### src/rtl/ex_mem_pkg.sv
// Shared types and constants for the EX->MEM pipeline stage register.
// The payload struct and width constants describe the default configuration.
package ex_mem_pkg;

  localparam int XLEN_D        = 32;
  localparam int RIDX_W_D      = 5;
  localparam int ILEN_D        = 32;
  localparam int ITYPE_W_D     = 4;
  localparam int STALL_CNT_W_D = 16;

  localparam logic [ITYPE_W_D-1:0] ITYPE_ALU    = 4'd0;
  localparam logic [ITYPE_W_D-1:0] ITYPE_LOAD   = 4'd1;
  localparam logic [ITYPE_W_D-1:0] ITYPE_STORE  = 4'd2;
  localparam logic [ITYPE_W_D-1:0] ITYPE_BRANCH = 4'd3;
  localparam logic [ITYPE_W_D-1:0] ITYPE_JUMP   = 4'd4;
  localparam logic [ITYPE_W_D-1:0] ITYPE_SYSTEM = 4'd5;

  // Field order here is the packing order of the flat payload vector in the stage.
  typedef struct packed {
    logic [XLEN_D-1:0]    alu_result;
    logic [XLEN_D-1:0]    rs2_val;
    logic [RIDX_W_D-1:0]  rd_idx;
    logic                 rd_we;
    logic [ILEN_D-1:0]    instr;
    logic [ITYPE_W_D-1:0] instr_type;
  } ex_mem_payload_t;

  function automatic int payload_width(input int xlen, input int ridx_w,
                                       input int ilen, input int itype_w);
    return 2 * xlen + ridx_w + 1 + ilen + itype_w;
  endfunction

endpackage

### src/rtl/pipe_skid_buf.sv
// Generic one-entry skid buffer in front of a main output register.
// Only built when EX_MEM_SKID_EN is defined; upstream ready is registered.
`ifdef EX_MEM_SKID_EN
module pipe_skid_buf #(
  parameter int W = 8
) (
  input  logic         clk,
  input  logic         rst,
  input  logic         flush,
  input  logic         s_valid,
  output logic         s_ready,
  input  logic [W-1:0] s_data,
  output logic         m_valid,
  input  logic         m_ready,
  output logic [W-1:0] m_data
);

  logic         main_valid;
  logic         skid_valid;
  logic [W-1:0] main_data;
  logic [W-1:0] skid_data;
  logic         up;
  logic         hold;

  assign s_ready = !skid_valid;
  assign up      = s_valid && s_ready;
  assign hold    = main_valid && !m_ready;
  assign m_valid = main_valid;
  assign m_data  = main_data;

  // Park an accepted beat in the skid slot while main is stalled; refill main from skid first.
  always_ff @(posedge clk or posedge rst) begin
    if (rst) begin
      main_valid <= 1'b0;
      skid_valid <= 1'b0;
      main_data  <= '0;
      skid_data  <= '0;
    end else begin
      if (flush) begin
        main_valid <= 1'b0;
        skid_valid <= 1'b0;
      end else if (hold) begin
        if (up) skid_valid <= 1'b1;
      end else if (skid_valid) begin
        main_valid <= 1'b1;
        skid_valid <= 1'b0;
      end else begin
        main_valid <= up;
      end

      if (hold) begin
        if (up) skid_data <= s_data;
      end else if (skid_valid) begin
        main_data <= skid_data;
      end else if (up) begin
        main_data <= s_data;
      end
    end
  end

endmodule
`endif

### src/rtl/ex_mem_stage_rg.sv
// EX->MEM stage register with valid/ready handshake, flush and saturating stall counter.
// Optional macro EX_MEM_SKID_EN adds a skid buffer so in_ready is registered.
module ex_mem_stage_rg
  import ex_mem_pkg::*;
#(
  parameter int XLEN        = 32,
  parameter int RIDX_W      = 5,
  parameter int ILEN        = 32,
  parameter int ITYPE_W     = 4,
  parameter int STALL_CNT_W = 16
) (
  input  logic                   clk,
  input  logic                   rst,
  input  logic                   in_valid,
  output logic                   in_ready,
  input  logic [XLEN-1:0]        alu_result,
  input  logic [XLEN-1:0]        rs2_val,
  input  logic [RIDX_W-1:0]      rd_idx,
  input  logic                   rd_we,
  input  logic [ILEN-1:0]        instr,
  input  logic [ITYPE_W-1:0]     instr_type,
  input  logic                   flush,
  output logic                   out_valid,
  input  logic                   out_ready,
  output logic [XLEN-1:0]        alu_result_out,
  output logic [XLEN-1:0]        rs2_val_out,
  output logic [RIDX_W-1:0]      rd_idx_out,
  output logic                   rd_we_out,
  output logic [ILEN-1:0]        instr_out,
  output logic [ITYPE_W-1:0]     instr_type_out,
  output logic [STALL_CNT_W-1:0] stall_cnt
);

  localparam int PW = payload_width(XLEN, RIDX_W, ILEN, ITYPE_W);

  logic [PW-1:0] in_pl;
  logic [PW-1:0] out_pl;
  logic          valid_q;
  logic          stored_we;

  assign in_pl = {alu_result, rs2_val, rd_idx, rd_we, instr, instr_type};

`ifdef EX_MEM_SKID_EN
  pipe_skid_buf #(
    .W(PW)
  ) u_skid (
    .clk     (clk),
    .rst     (rst),
    .flush   (flush),
    .s_valid (in_valid),
    .s_ready (in_ready),
    .s_data  (in_pl),
    .m_valid (valid_q),
    .m_ready (out_ready),
    .m_data  (out_pl)
  );
`else
  logic up;

  assign in_ready = !valid_q || out_ready;
  assign up       = in_valid && in_ready;

  // Single output register; flush wins, a new beat replaces a departing one.
  always_ff @(posedge clk or posedge rst) begin
    if (rst) begin
      valid_q <= 1'b0;
      out_pl  <= '0;
    end else begin
      if (flush) valid_q <= 1'b0;
      else if (up) valid_q <= 1'b1;
      else if (valid_q && out_ready) valid_q <= 1'b0;
      if (up) out_pl <= in_pl;
    end
  end
`endif

  assign out_valid = valid_q;
  assign {alu_result_out, rs2_val_out, rd_idx_out, stored_we, instr_out, instr_type_out} = out_pl;
  assign rd_we_out = stored_we && valid_q;

  // Count stalled cycles, sticking at all-ones; only reset clears it.
  always_ff @(posedge clk or posedge rst) begin
    if (rst) begin
      stall_cnt <= '0;
    end else if (valid_q && !out_ready && (stall_cnt != '1)) begin
      stall_cnt <= stall_cnt + 1'b1;
    end
  end

endmodule

### config.mk
export PLATFORM = sky130hd
export DESIGN_NAME = ex_mem_stage_rg
export DESIGN_NICKNAME = d
export VERILOG_FILES = /design/src/rtl/ex_mem_pkg.sv /design/src/rtl/pipe_skid_buf.sv /design/src/rtl/ex_mem_stage_rg.sv
export SDC_FILE = /design/constraint.sdc
export NUM_CORES = 1
export LEC_CHECK = 0
export ABC_CLOCK_PERIOD_IN_PS = 5330
export CAP_MARGIN = 40
export CORE_MARGIN = 2
export CORE_UTILIZATION = 43
export CTS_CLUSTER_DIAMETER = 80
export DETAILED_ROUTE_END_ITERATION = 8
export PLACE_DENSITY = 0.93
export SYNTH_ARGS = -nofsm -noshare
export SYNTH_HDL_FRONTEND = slang
export SYNTH_SLANG_ARGS = --single-unit
### constraint.sdc
create_clock -name clk -period 5.33 [get_ports clk]
set_clock_uncertainty 0.2 [all_clocks]
set_input_delay 0.7995 -clock clk [delete_from_list [all_inputs] [get_ports clk]]
set_output_delay 0.7995 -clock clk [all_outputs]
set_load 0.1 [all_outputs]
Yosys cells after proc, flatten, opt, wreduce, memory -nomap -nowiden. Index checks and enable logic that the tools add are counted.

Add/subtract/negate cells: 1. Equal/unequal tests: 1. Reductions and logical operators: 9. Multiplexer cells: 3.

Operators by type and width (count): 16-bit by 1-bit adder with 16-bit output, second input constant (1); 16-bit inequality test, second input constant (1); 1-bit logical AND (5); 1-bit 2-to-1 mux (3); 3-bit nonzero test (1); 1-bit logical NOT (2); 1-bit logical OR (1).

Output and inout bits: 124. Logic and storage cells: 17. Input bits: 111. Bits in registers: 123.

Depth between registers and ports, before layout. Gate-level depths: netlist of run 1.

Depth in word-level cells: 5. Gate-level depth with buffers: 7. Mapped depth without buffers: 5.

Worst setup path after synthesis of run 1. No wires, ideal clock.

Path kind: flip-flop to output port. Start point: register valid_q, in the netlist out_valid. End point: output rd_we_out. Required time: 4.331 ns. Cell stages (with the launch flop): 2. Setup slack: 2.559 ns. Path buffers: 0. Data arrival time: 1.771 ns. Path through: dfrtp_1 and2_1.

Longest elaborated chain between the ends: 1.

RTL lines: from (decl) (line ex_mem_stage_rg.sv:38) `logic valid_q;`; from (signal assigned) (line ex_mem_stage_rg.sv:66) `valid_q <= 1'b0;`; from (signal assigned) (line ex_mem_stage_rg.sv:69) `if (flush) valid_q <= 1'b0;`; from (signal assigned) (line ex_mem_stage_rg.sv:70) `else if (up) valid_q <= 1'b1;`; 1-bit logical AND (line ex_mem_stage_rg.sv:79) `assign rd_we_out = stored_we && valid_q;`; to (decl) (line ex_mem_stage_rg.sv:28) `output logic rd_we_out,`.

Every way passes these cells.

Worst setup path after layout of run 1.
Start point: input out_ready. End point: output in_ready.

Longest elaborated chain between the ends: 1.

RTL lines: from (decl) (line ex_mem_stage_rg.sv:24) `input logic out_ready,`; 1-bit logical OR (line ex_mem_stage_rg.sv:60) `assign in_ready = !valid_q || out_ready;`; to (decl) (line ex_mem_stage_rg.sv:15) `output logic in_ready,`.

Every way passes these cells.

==> out/metrics.cfg, run 1 <==
[outcome]
status=finished, final reports clean

[detailed_routing]
drtAntennaViolNets=0
vias=4104
drcViolationCount=0
drt-pass1-iter-count=4
vias_per_cell=4.75
wl_um=17300
drt_iter0_drc=140
wl_per_cell_um=20.1

[yosys]
synth.avg_cell_area_um2=13.5
synth_cell_type_count=32
netlist_instances=415
synthesis.area_um2=5600
synth_nets=527
ys_seq_elements=123
yosysWarnings=0
seq_area_frac_synth=0.550

[clock_network]
cts_tree=done
cts-root-buf=clkbuf_16
post_cts_buffers=0
cts_hold_buffers=0
cts_buffers=17
clock_tree.buffer_depth=2
ctsHtreeMaxLevel=4
cts_resized=0
clk_pin_slew_worst_paths_ns=0.05
worstSkewPairLatency_ns=0.41
clock_sinks=123

[worst_setup_path]
path_cells=clkdlybuf4s50_1, nor2b_2, inv_4, clkdlybuf4s50_1, buf_8
critPathMaxStageDelay_ns=0.48
critPathLaunchType=input port
worstSetupPathType=in -> out
slowest_stage=clkdlybuf4s50_1
cpMostUsedCell=clkdlybuf4s50_1
crit_arrival_ns=2.30
crit_family=buffers and inverters
crit_fanout=8
crit_required_ns=4.33
end_kind=output pin
path_buf_inv=4

[timing]
relSlewSlack=0.546
finalSetupTns_ns=0
finalHoldViolCount=0
max_freq_ghz=0.303
finalCriticalPeriod_ns=3.30
slew_violations=0
tightestPinTransition_ns=0.681
rsz0062_at_grt=no
setup_viol=0
final.period_utilization=0.620

[grt]
grt.overflow.total=0
grt_max_degree=70
grt_pass1_vias=4785
grt_pass1_wl_um=27000
antenna_found_initial=0
track_usage=0.258

[power_and_ir_drop]
finalPower_w=0.00427
p_leak_nw=4.37
vdd_drop_max_v=0.000496
p_per_area_nw_per_um2=422

[placement]
portBuffers=234
gp_congestion=0.882
place_hpwl_um=13300

[final_layout]
n_antenna_cell=0
areaGrowthSynthToFinish_pct=80.9
fin_util=0.799
finalNetCount=791
final_common_cell=clkdlybuf4s50_1
final_cell_mix=clkdlybuf4s50_1 (234), dfrtp_1 (123), mux2_2 (107), buf_8 (102), buf_16 (24)
drive_above_1_share=0.395

[floorplan]
die-height_um=118
core_um2=12700
die_area_um2=13900
die_w_um=118
rows=41
ioPinCount=235
start_util=0.442

[hold_path]
hold_path.class=reg -> reg

[flow_run]
cap_violations=0

## report_power, final
part | internal, W | switching [W]
clock | 0.000795 | 0.000392
sequential | 0.00106 | 0.0000959
combinational | 0.000754 | 0.00118
total | 0.00260 | 0.00166
## per-stage QoR
| stage | setup slack [ns] | cells | instance area, um^2 | hold WS, ns |
|---|---|---|---|---|
| 5_1_grt | 1.95 | 864 | 10100 | 0.320 |
| 6_report | 2.03 | 864 | 10100 | 0.305 |
| 3_3_place_gp | 1.72 | 706 | 7320 | 0.285 |
| 2_1_floorplan | 1.06 | 415 | 5600 | 0.270 |
| 3_5_place_dp | 2.03 | 831 | 9480 | 0.295 |
| 4_1_cts | 2.02 | 863 | 10100 | 0.309 |
## cell type report
class	count	area, um^2
clock buffers	25	505
well taps	172	215
flip-flops and latches	123	3080
clock inverters	7	110
repair buffers	362	4550
fillers	662	2550
multi-input cells	171	1650
inverters	4	20.0
## path summary, 6_finish.rpt
path                             from          to  slack [ns]  cells past startpoint
max                         out_ready    in_ready        2.03                      5
min                        out_pl[97]  out_pl[97]        0.31                      1
max reg2reg                 out_valid  out_pl[41]        2.95                      5
min reg2reg                out_pl[97]  out_pl[97]        0.31                      1
max in group asynchronous         rst  out_pl[50]        3.26                      4
min in group asynchronous         rst  out_pl[19]        0.41                      2
## layer usage
metal / up-vias / global-route usage / wire length [um] / part of all wire
met5: - / 0 / 0 / 0
met4: 0 / 0.148 / 816 / 0.047
met3: 56 / 0.0659 / 894 / 0.052
met2: 217 / 0.492 / 9970 / 0.58
met1: 1998 / 0.247 / 5650 / 0.33
li1: 1833 / - / - / -
## cells by family after synthesis
family / share of synthesized area
AO/OA/AOI/OAI: 0.0123
XOR/XNOR: 0.0188
adder cells (fa/ha/maj): 0.00224
buffers and inverters: 0.157
flip-flops: 0.550
multiplexers: 0.218
AND/OR/NAND/NOR: 0.0418
## flip-flops by register name, indices dropped and copies added (netlist names)
signal     count
out_pl       106
stall_cnt     16
out_valid      1
## synthesized netlist by cell type
cell type    n  area share
dfrtp_1    123        0.55
buf_4      110        0.15
mux2_2     107        0.22
nor2_1       8      0.0054
buf_2        7      0.0063
xor2_1       7       0.011
a21oi_1      6      0.0054
nand2_1      6      0.0040
nand3_1      5      0.0045
xnor2_1      5      0.0078
inv_1        3      0.0020
nand4_1      3      0.0034
nor3_1       3      0.0027
and2_1       2      0.0022
and3_1       2      0.0022
or4_1        2      0.0027
a211oi_1     1      0.0013
a21oi_2      1      0.0016
a31oi_1      1      0.0011
and4bb_1     1      0.0022
ha_1         1      0.0022
inv_4        1      0.0011
mux2_4       1      0.0027
nand2_2      1      0.0011
nand3_2      1      0.0018
nor2b_2      1      0.0016
nor4_1       1      0.0011
nor4_4       1      0.0038
o2111ai_1    1      0.0016
o211ai_1     1      0.0013
or3_1        1      0.0011
or3_4        1      0.0020
Power figures use the tool's default switching activity.
==> run 2: changes to the inputs <==
--- a/config.mk
+++ b/config.mk
@@ -5,7 +5,7 @@
 export SDC_FILE = /design/constraint.sdc
 export NUM_CORES = 1
 export LEC_CHECK = 0
-export ABC_CLOCK_PERIOD_IN_PS = 5330
+export ABC_CLOCK_PERIOD_IN_PS = 3100
 export CAP_MARGIN = 40
 export CORE_MARGIN = 2
 export CORE_UTILIZATION = 43
==> constraint.sdc (replaced) <==
create_clock -name clk -period 3.1 [get_ports clk]
set_clock_uncertainty 0.2 [all_clocks]
set_input_delay 0.465 -clock clk [delete_from_list [all_inputs] [get_ports clk]]
set_output_delay 0.465 -clock clk [all_outputs]
set_load 0.1 [all_outputs]
==> out/metrics.cfg, run 2 (synthesized netlist as in run 1, its figures left out) <==
[hold_path]
hold_path.class=in -> async

[placement]
gp_congestion=0.878  ; -0.51%
post-place-ws_ns=0.490  ; -1.54 ns
place_hpwl_um=8330  ; -37%
portBuffers=234  ; unchanged

[final_layout]
largest_reg_flops=106  ; unchanged
fin_util=0.606  ; -0.193
regMostFlops=out_pl
final_cell_mix=buf_4 (124), dfrtp_1 (123), clkdlybuf4s50_1 (110), mux2_2 (107), clkbuf_16 (17)
finalNetCount=665  ; -16%
final_common_cell=buf_4
areaGrowthSynthToFinish_pct=37.2
n_antenna_cell=0  ; unchanged
drive_above_1_share=0.479  ; +0.0843

[clock_network]
worstSkewPairLatency_ns=0.40  ; about the same
cts_tree=done
cts_hold_buffers=0  ; unchanged
ctsHtreeMaxLevel=4  ; unchanged
clock_sinks=123  ; unchanged
clock_tree.buffer_depth=2  ; unchanged
post_cts_buffers=0  ; unchanged
cts_resized=0  ; unchanged
clk_pin_slew_worst_paths_ns=0.05  ; about the same
cts-root-buf=clkbuf_16
cts_buffers=17  ; unchanged

[timing]
final.period_utilization=0.727
finalHoldViolCount=0  ; unchanged
finalSetupTns_ns=0  ; unchanged
worst_hold_slack_ns=0.194  ; -0.111 ns
fin_ws_ns=0.845  ; -1.18 ns
max_freq_ghz=0.443
rsz0062_at_grt=no
tightestPinTransition_ns=0.616  ; -0.0655 ns
slew_violations=0  ; unchanged
relSlewSlack=0.589  ; +0.0436
finalCriticalPeriod_ns=2.26
setup_viol=0  ; unchanged

[floorplan]
die_area_um2=13900  ; unchanged
start_util=0.442  ; unchanged
die_w_um=118  ; unchanged
rows=41  ; unchanged
core_um2=12700  ; unchanged
ioPinCount=235  ; unchanged
die-height_um=118  ; unchanged

[grt]
track_usage=0.171  ; -0.0865
antenna_found_initial=0  ; unchanged
grt_pass1_wl_um=18800  ; -31%
grt_pass1_vias=3726  ; -22%
grt_max_degree=111  ; +59%
grt.overflow.total=0  ; unchanged

[detailed_routing]
wl_um=11600  ; -33%
drcViolationCount=0  ; unchanged
drt_iter0_drc=120  ; -14%
vias=3476  ; -15%
drtAntennaViolNets=0  ; unchanged
wl_per_cell_um=15.7  ; -22%
vias_per_cell=4.71  ; -0.84%
drt-pass1-iter-count=4  ; unchanged

[worst_setup_path]
critPathMaxStageDelay_ns=0.41  ; -0.07 ns
crit_arrival_ns=2.34  ; +0.04 ns
crit_fanout=106  ; +98
path_buf_inv=3  ; -1
worstSetupPathType=in -> reg
crit_family=buffers and inverters
slowest_stage=clkdlybuf4s50_1
end_kind=register
critPathLaunchType=input port
path_cells=clkdlybuf4s50_1, nor2b_2, inv_4, nand2_4, buf_12, mux2_2
crit_required_ns=3.19  ; -1.14 ns

[power_and_ir_drop]
p_leak_nw=3.45  ; -21%
vdd_drop_max_v=0.00105  ; +110%
p_per_area_nw_per_um2=844  ; +100%

[outcome]
status=finished, final reports clean

[flow_run]
cap_violations=0  ; unchanged

## run 2: changes by cell type in the layout (fill, tap and decap cells not counted), moves of 2 or more
cell / change
buf_12: +2
buf_16: -24
buf_4: +122
buf_8: -102
clkdlybuf4s50_1: -124
clkinv_2: -2
## run 2: worst paths after layout
kind	start	to	slack [ns]	cells past startpoint
max reg2reg	out_valid	out_pl[9]	0.89	5
min reg2reg	out_pl[36]	out_pl[36]	0.30	1
min	rst	out_pl[34]	0.19	2
min in group clk	out_pl[36]	out_pl[36]	0.30	1
max in group asynchronous	rst	out_pl[70]	1.66	3
max	out_ready	out_pl[9]	0.84	6
## run 2: layout make-up
cell class | count | area (um^2)
Clock inverter | 6 | 130
Sequential cell | 123 | 3080
Clock buffer | 26 | 519
Timing Repair Buffer | 236 | 2070
Multi-Input combinational cell | 171 | 1650
Fill cell | 941 | 4990
Inverter | 4 | 21.3
Tap cell | 172 | 215
## run 2: where the power goes
part           leakage, nW  total, W  switching [W]  internal (W)
sequential            1.46   0.00197       0.000153       0.00181
clock                0.321   0.00213       0.000659       0.00147
combinational         1.67   0.00238        0.00181      0.000573
total                 3.45   0.00648        0.00262       0.00386
## run 2: metrics by stage
stage,instance area (um^2),total power [W],cells
finish,7680,0.00648,738
global route,7680,0.00669,738
CTS,7680,0.00654,738
floorplan,5600,0.00405,415
detailed placement,7030,0.00438,706
global placement,7030,0.00434,706
## run 2: metal layers
layer | track usage | up-vias | part of all wire
met5 | 0 | - | 0
met4 | 0.0791 | 0 | 0.021
met3 | 0.0591 | 22 | 0.068
met2 | 0.291 | 168 | 0.52
met1 | 0.193 | 1698 | 0.39
li1 | - | 1588 | -
==> run 3: changes to the inputs <==
--- a/config.mk
+++ b/config.mk
@@ -5,13 +5,13 @@
 export SDC_FILE = /design/constraint.sdc
 export NUM_CORES = 1
 export LEC_CHECK = 0
-export ABC_CLOCK_PERIOD_IN_PS = 3100
+export ABC_CLOCK_PERIOD_IN_PS = 1950
 export CAP_MARGIN = 40
 export CORE_MARGIN = 2
-export CORE_UTILIZATION = 43
+export CORE_UTILIZATION = 39
 export CTS_CLUSTER_DIAMETER = 80
 export DETAILED_ROUTE_END_ITERATION = 8
-export PLACE_DENSITY = 0.93
+export PLACE_DENSITY = 0.89
 export SYNTH_ARGS = -nofsm -noshare
 export SYNTH_HDL_FRONTEND = slang
 export SYNTH_SLANG_ARGS = --single-unit
==> constraint.sdc (replaced) <==
create_clock -name clk -period 1.95 [get_ports clk]
set_clock_uncertainty 0.2 [all_clocks]
set_input_delay 0.2925 -clock clk [delete_from_list [all_inputs] [get_ports clk]]
set_output_delay 0.2925 -clock clk [all_outputs]
set_load 0.1 [all_outputs]
==> out/metrics.cfg, run 3 (synthesized netlist as in run 1, its figures left out) <==
[outcome]
status=finished, final reports clean

[placement]
place_hpwl_um=10500  ; +27%
portBuffers=234  ; unchanged
placedCellCount=724  ; +2.5%
gp_congestion=0.830  ; -5.5%

[floorplan]
die-height_um=124  ; +4.8%
rows=43  ; +4.9%
core_um2=13900  ; +10%
ioPinCount=235  ; unchanged
die_area_um2=15300  ; +9.9%
die_w_um=124  ; +4.8%
start_util=0.402  ; -0.0401

[power_and_ir_drop]
p_leak_nw=4.04  ; +17%
p_per_area_nw_per_um2=1190  ; +41%
vdd_drop_max_v=0.00120  ; +15%
comb_power_share=0.428  ; +0.060
pwr-share-clk=0.275  ; -0.054
p_switching_w=0.00443  ; +69%
p_sw_frac=0.397  ; -0.00761
p_int_w=0.00673  ; +74%
finalPower_w=0.0112  ; +72%
pwr-share-seq=0.297  ; -0.007

[flow_run]
cap_violations=0  ; unchanged

[clock_network]
cts_buffers=17  ; unchanged
ctsHtreeMaxLevel=4  ; unchanged
worstSkewPairLatency_ns=0.40  ; about the same
clock_tree.buffer_depth=2  ; unchanged
cts_tree=done
cts-root-buf=clkbuf_16
cts_hold_buffers=0  ; unchanged
clk_pin_slew_worst_paths_ns=0.05  ; about the same
clock_sinks=123  ; unchanged

[timing]
tightestPinTransition_ns=0.479  ; -0.137 ns
finalHoldViolCount=0  ; unchanged
max_freq_ghz=0.527
finalCriticalPeriod_ns=1.90
setup_viol=0  ; unchanged
finalSetupTns_ns=0  ; unchanged
slew_violations=0  ; unchanged
relSlewSlack=0.678  ; +0.0890
final.period_utilization=0.973

[worst_setup_path]
end_kind=register
crit_fanout=6  ; -94%
crit_required_ns=2.02  ; -1.17 ns
critPathLaunchType=register
regToRegStartpoint=stall_cnt[7]
worstSetupPathType=reg -> reg
crit_arrival_ns=1.97  ; -0.37 ns
slowest_stage=nor4_4
critPathMaxStageDelay_ns=0.52  ; +0.11 ns
path_cells=nand3_4, nor4_4, buf_4, a211oi_1, xor2_1
crit_start=stall_cnt[7]

[final_layout]
final_common_cell=buf_12
nFillCells=905  ; -3.8%
final_cell_mix=buf_12 (128), clkdlybuf4s50_1 (110), mux2_2 (107), dfrtp_1 (106)
drive_above_1_share=0.536  ; +0.0573
areaGrowthSynthToFinish_pct=68.0
regMostFlops=out_pl
fin_util=0.675  ; +0.0687
finalNetCount=681  ; +2.4%
multi_input_area_um2=1700  ; +3.1%
final_cells=762  ; +3.3%
n_antenna_cell=0  ; unchanged
regArea_um2=3100  ; +0.69%
largest_reg_flops=106  ; unchanged

[grt]
grt_pass1_wl_um=21000  ; +12%
grt.overflow.total=0  ; unchanged
grt_pass1_vias=4071  ; +9.3%
grt_max_degree=66  ; -41%
track_usage=0.183  ; +0.0116
antenna_found_initial=0  ; unchanged

[detailed_routing]
drt-pass1-iter-count=4  ; unchanged
drtAntennaViolNets=0  ; unchanged
wl_per_cell_um=18.0  ; +15%
wl_um=13700  ; +18%
vias_per_cell=4.70  ; -0.17%
vias=3583  ; +3.1%
drt_iter0_drc=104  ; -13%
drcViolationCount=0  ; unchanged

[hold_path]
hold_path.class=in -> async

-- run 3: per-layer routing --
metal / up-vias / wire, um / GRT usage
met2: 171 / 7500 / 0.328
met5: - / 0 / 0
met3: 40 / 1140 / 0.0668
met1: 1753 / 4580 / 0.187
li1: 1619 / - / -
met4: 0 / 485 / 0.0909
-- run 3: final timing paths --
check | end | slack (ns) | depth (start not counted)
worst max-delay path | stall_cnt[5] | 0.05 | 5
worst min-delay path | out_pl[27] | 0.16 | 3
worst max register to register | stall_cnt[5] | 0.05 | 5
worst min register to register | stall_cnt[15] | 0.32 | 1
max in group asynchronous | stall_cnt[2] | 1.07 | 3
min in group clk | out_valid | 0.27 | 2
-- run 3: through the flow --
| step | instance area, um^2 | worst slack [ns] | hold WS, ns |
|---|---|---|---|
| 2_1_floorplan | 5710 | -0.228 | 0.155 |
| 3_3_place_gp | 8770 | -0.153 | 0.292 |
| 3_5_place_dp | 8770 | -0.266 | 0.310 |
| 4_1_cts | 9350 | 0.00798 | 0.177 |
| 5_1_grt | 9400 | -0.0319 | 0.184 |
| 6_report | 9400 | 0.0525 | 0.164 |
-- run 3: what timing repair did --
action                                  4_1_cts  5_1_grt
buffers inserted                              0        6
endpoints found under the setup margin        0        4
endpoints found under the hold margin         0        0
resized for setup                             0        1
-- run 3: final cells by class --
class,instances,share of cell area
repair buffers,252,0.401
flip-flops and latches,123,0.330
multi-input cells,171,0.180
clock buffers,25,0.0527
well taps,180,0.0239
clock inverters,7,0.00931
inverters,4,0.00333
-- run 3: power groups by stage --
stage	combinational [W]	sequential, W	clock [W]
after CTS	0.00474	0.00334	0.00314
after global routing	0.00490	0.00335	0.00327
final	0.00478	0.00331	0.00307
after detailed placement	0.00474	0.00337	0
after floorplan	0.00300	0.00349	0
after global placement	0.00466	0.00333	0
-- run 3: critical path, delay by kind of cell, from the launching register on --
family                 cells  cell delay [ns]
AO/OA/AOI/OAI              1             0.09
XOR/XNOR                   1             0.17
AND/OR/NAND/NOR            2             0.66
buffers and inverters      1             0.22
flip-flops                 1             0.44
==> patch: new RTL, flow settings as in run 3 <==
Put one more register stage on the output `stall_cnt`, with the module's reset. The value now appears one clock later. The other outputs are not delayed to match.
--- a/src/rtl/ex_mem_stage_rg.sv
+++ b/src/rtl/ex_mem_stage_rg.sv
@@ -34,2 +34,4 @@
   localparam int PW = payload_width(XLEN, RIDX_W, ILEN, ITYPE_W);
+
+  logic [STALL_CNT_W-1:0] stall_cnt_s0;
 
@@ -83,5 +85,13 @@
     if (rst) begin
+      stall_cnt_s0 <= '0;
+    end else if (valid_q && !out_ready && (stall_cnt_s0 != '1)) begin
+      stall_cnt_s0 <= stall_cnt_s0 + 1'b1;
+    end
+  end
+
+  always_ff @(posedge clk or posedge rst) begin
+    if (rst) begin
       stall_cnt <= '0;
-    end else if (valid_q && !out_ready && (stall_cnt != '1)) begin
-      stall_cnt <= stall_cnt + 1'b1;
+    end else begin
+      stall_cnt <= stall_cnt_s0;
     end
Behaviour: not the same (Yosys sat finds a counterexample within 4 cycles, from zero or initial values and one cycle with rst high).
==> patch against run 3 <==
- sequential cell count increased by 16
- setup slack gained 0.033 ns
- critical endpoint is now in_ready
- synthesized cell count is 2.4% higher
- power up 8.3%
- wire length increased by 9.0%
- critical path depth fell by 1
- area after synthesis increased by 7.4%
- die area up 7.1%
- cell area up 9.6%
==> patch: results (changes against run 3) <==
route.met2.wl_mm: 8.193  # +9.3%
synthCells: 425  # +2.4%
drive_above_1_share: 0.5108  # -0.02527
ys_seq_area_frac: 0.5788  # +0.02884
dp.cells: 751  # +3.7%
cts_buffers: 17  # unchanged
finalNetCount: 700  # +2.8%
power.leakage_nw: 4.844  # +20%
post_drt_wl_per_cell_um: 18.93  # +5.3%
synth_cell_types: 37  # +16%
n_fill_cell: 942  # +4.1%
worstMarginPinSlew_ns: 0.4068  # -0.07203 ns
clk_latency_ns: 0.42  # +0.02 ns
cp.arrival_ns: 1.37  # -0.60 ns
via_count: 3769  # +5.2%
met3_length_um: 930  # -18%
reg2regPathDepth: 4  # -1
grt_pass1_wl_mm: 23.29  # +11%
post-place-ws_ns: -0.2584  # +0.007309 ns
clk_path_buf_depth: 2  # unchanged
dpl.hpwl_mm: 11.18  # +6.0%
place_congestion: 0.8123  # -2.1%
max-vdd-ir-drop_v: 0.0009083  # -24%
htree_levels: 4  # unchanged
first_iter_violations: 93  # -11%
timing.critical_path.max_delay_family: "buffers and inverters"
syn_nets: 537  # +1.9%
grt_use_met1: 0.2095  # +0.02236
antenna_found_initial: 0  # unchanged
port_buffers: 234  # unchanged
post_dp_cell_area_um2: 9618  # +9.7%
power_clock_mw: 3.33  # +8.5%
internal-power_mw: 7.370  # +9.5%
grt_max_degree: 76  # +15%
pg_seq_mw: 3.71  # +12%
grt_pass1_vias: 4216  # +3.6%
dr.pass1.iters: 4  # unchanged
hp-class: "in -> async"
ys_top_cells_by_count: "dfrtp_1, buf_4, mux2_2"
yosys_warnings: 0  # unchanged
root_buffer: "clkbuf_16"
drt-total-wl_mm: 14.93  # +9.0%
async_flop_share: 1.000  # unchanged
dr.max_layer_used: "met4"
met3_usage: 0.06010  # -0.006750
track_usage: 0.1862  # +0.003261
synthTopCellsByArea: "dfrtp_1, mux2_2, buf_4"
grtUsageMet2: 0.3347  # +0.007087
crit_slowest_cell: "dfrtp_2"
cpPeakStageDelay_ns: 0.35  # -0.17 ns
m1WireLength_mm: 5.531  # +21%
status: "finished clean"
crit_fanout: 4  # -2
setup_slack_ns: 0.08528  # +0.03281 ns
## patch: path summary, 6_finish.rpt
kind                                   from              end  slack [ns]
min                                     rst       out_pl[91]        0.16
min in group clk           stall_cnt_s0[11]    stall_cnt[11]        0.23
max                               out_valid         in_ready        0.09
min reg2reg                stall_cnt_s0[11]    stall_cnt[11]        0.23
max in group asynchronous               rst       out_pl[63]        1.04
max reg2reg                stall_cnt_s0[12]  stall_cnt_s0[1]        0.10
## patch: cell type report
cell class / instances / area, um2 / area share
clock buffer: 22 / 494.2 / 0.04794
clock inverter: 10 / 128.9 / 0.01250
inverter: 2 / 18.77 / 0.001820
multi-input combinational: 168 / 2112 / 0.2049
sequential: 139 / 3480 / 0.3375
tap: 188 / 235.2 / 0.02282
timing repair buffer: 260 / 3841 / 0.3726
## patch: stage by stage
| step | hold WS, ns | power (mW) | TNS [ns] |
|---|---|---|---|
| 2_1_floorplan | 0.1552 | 7.116 | -58.06 |
| 3_3_place_gp | 0.2082 | 8.659 | -6.911 |
| 3_5_place_dp | 0.2192 | 8.752 | -13.63 |
| 4_1_cts | 0.1605 | 12.15 | 0 |
| 5_1_grt | 0.1918 | 12.47 | -0.05692 |
| 6_report | 0.1619 | 12.09 | 0 |
## patch: logic make-up (layout without fill, tap and decap cells)
logic type / count (synthesis) / after routing / synth area share
buffers and inverters: 118 / 294 / 0.1437
xor gates and xnor gates: 11 / 11 / 0.01603
DFF: 139 / 139 / 0.5788
AOI/OAI and AO/OA: 10 / 10 / 0.01145
and+or+nand+nor: 39 / 39 / 0.04685
adders and majority gates: 1 / 1 / 0.002082
muxes: 107 / 107 / 0.2011
## patch: repair_timing
item                                    in CTS  in global routing
endpoints found under the setup margin       1                  4
gates resized for setup                      0                  5
pin swaps                                    0                  1
setup buffers                                2                  4
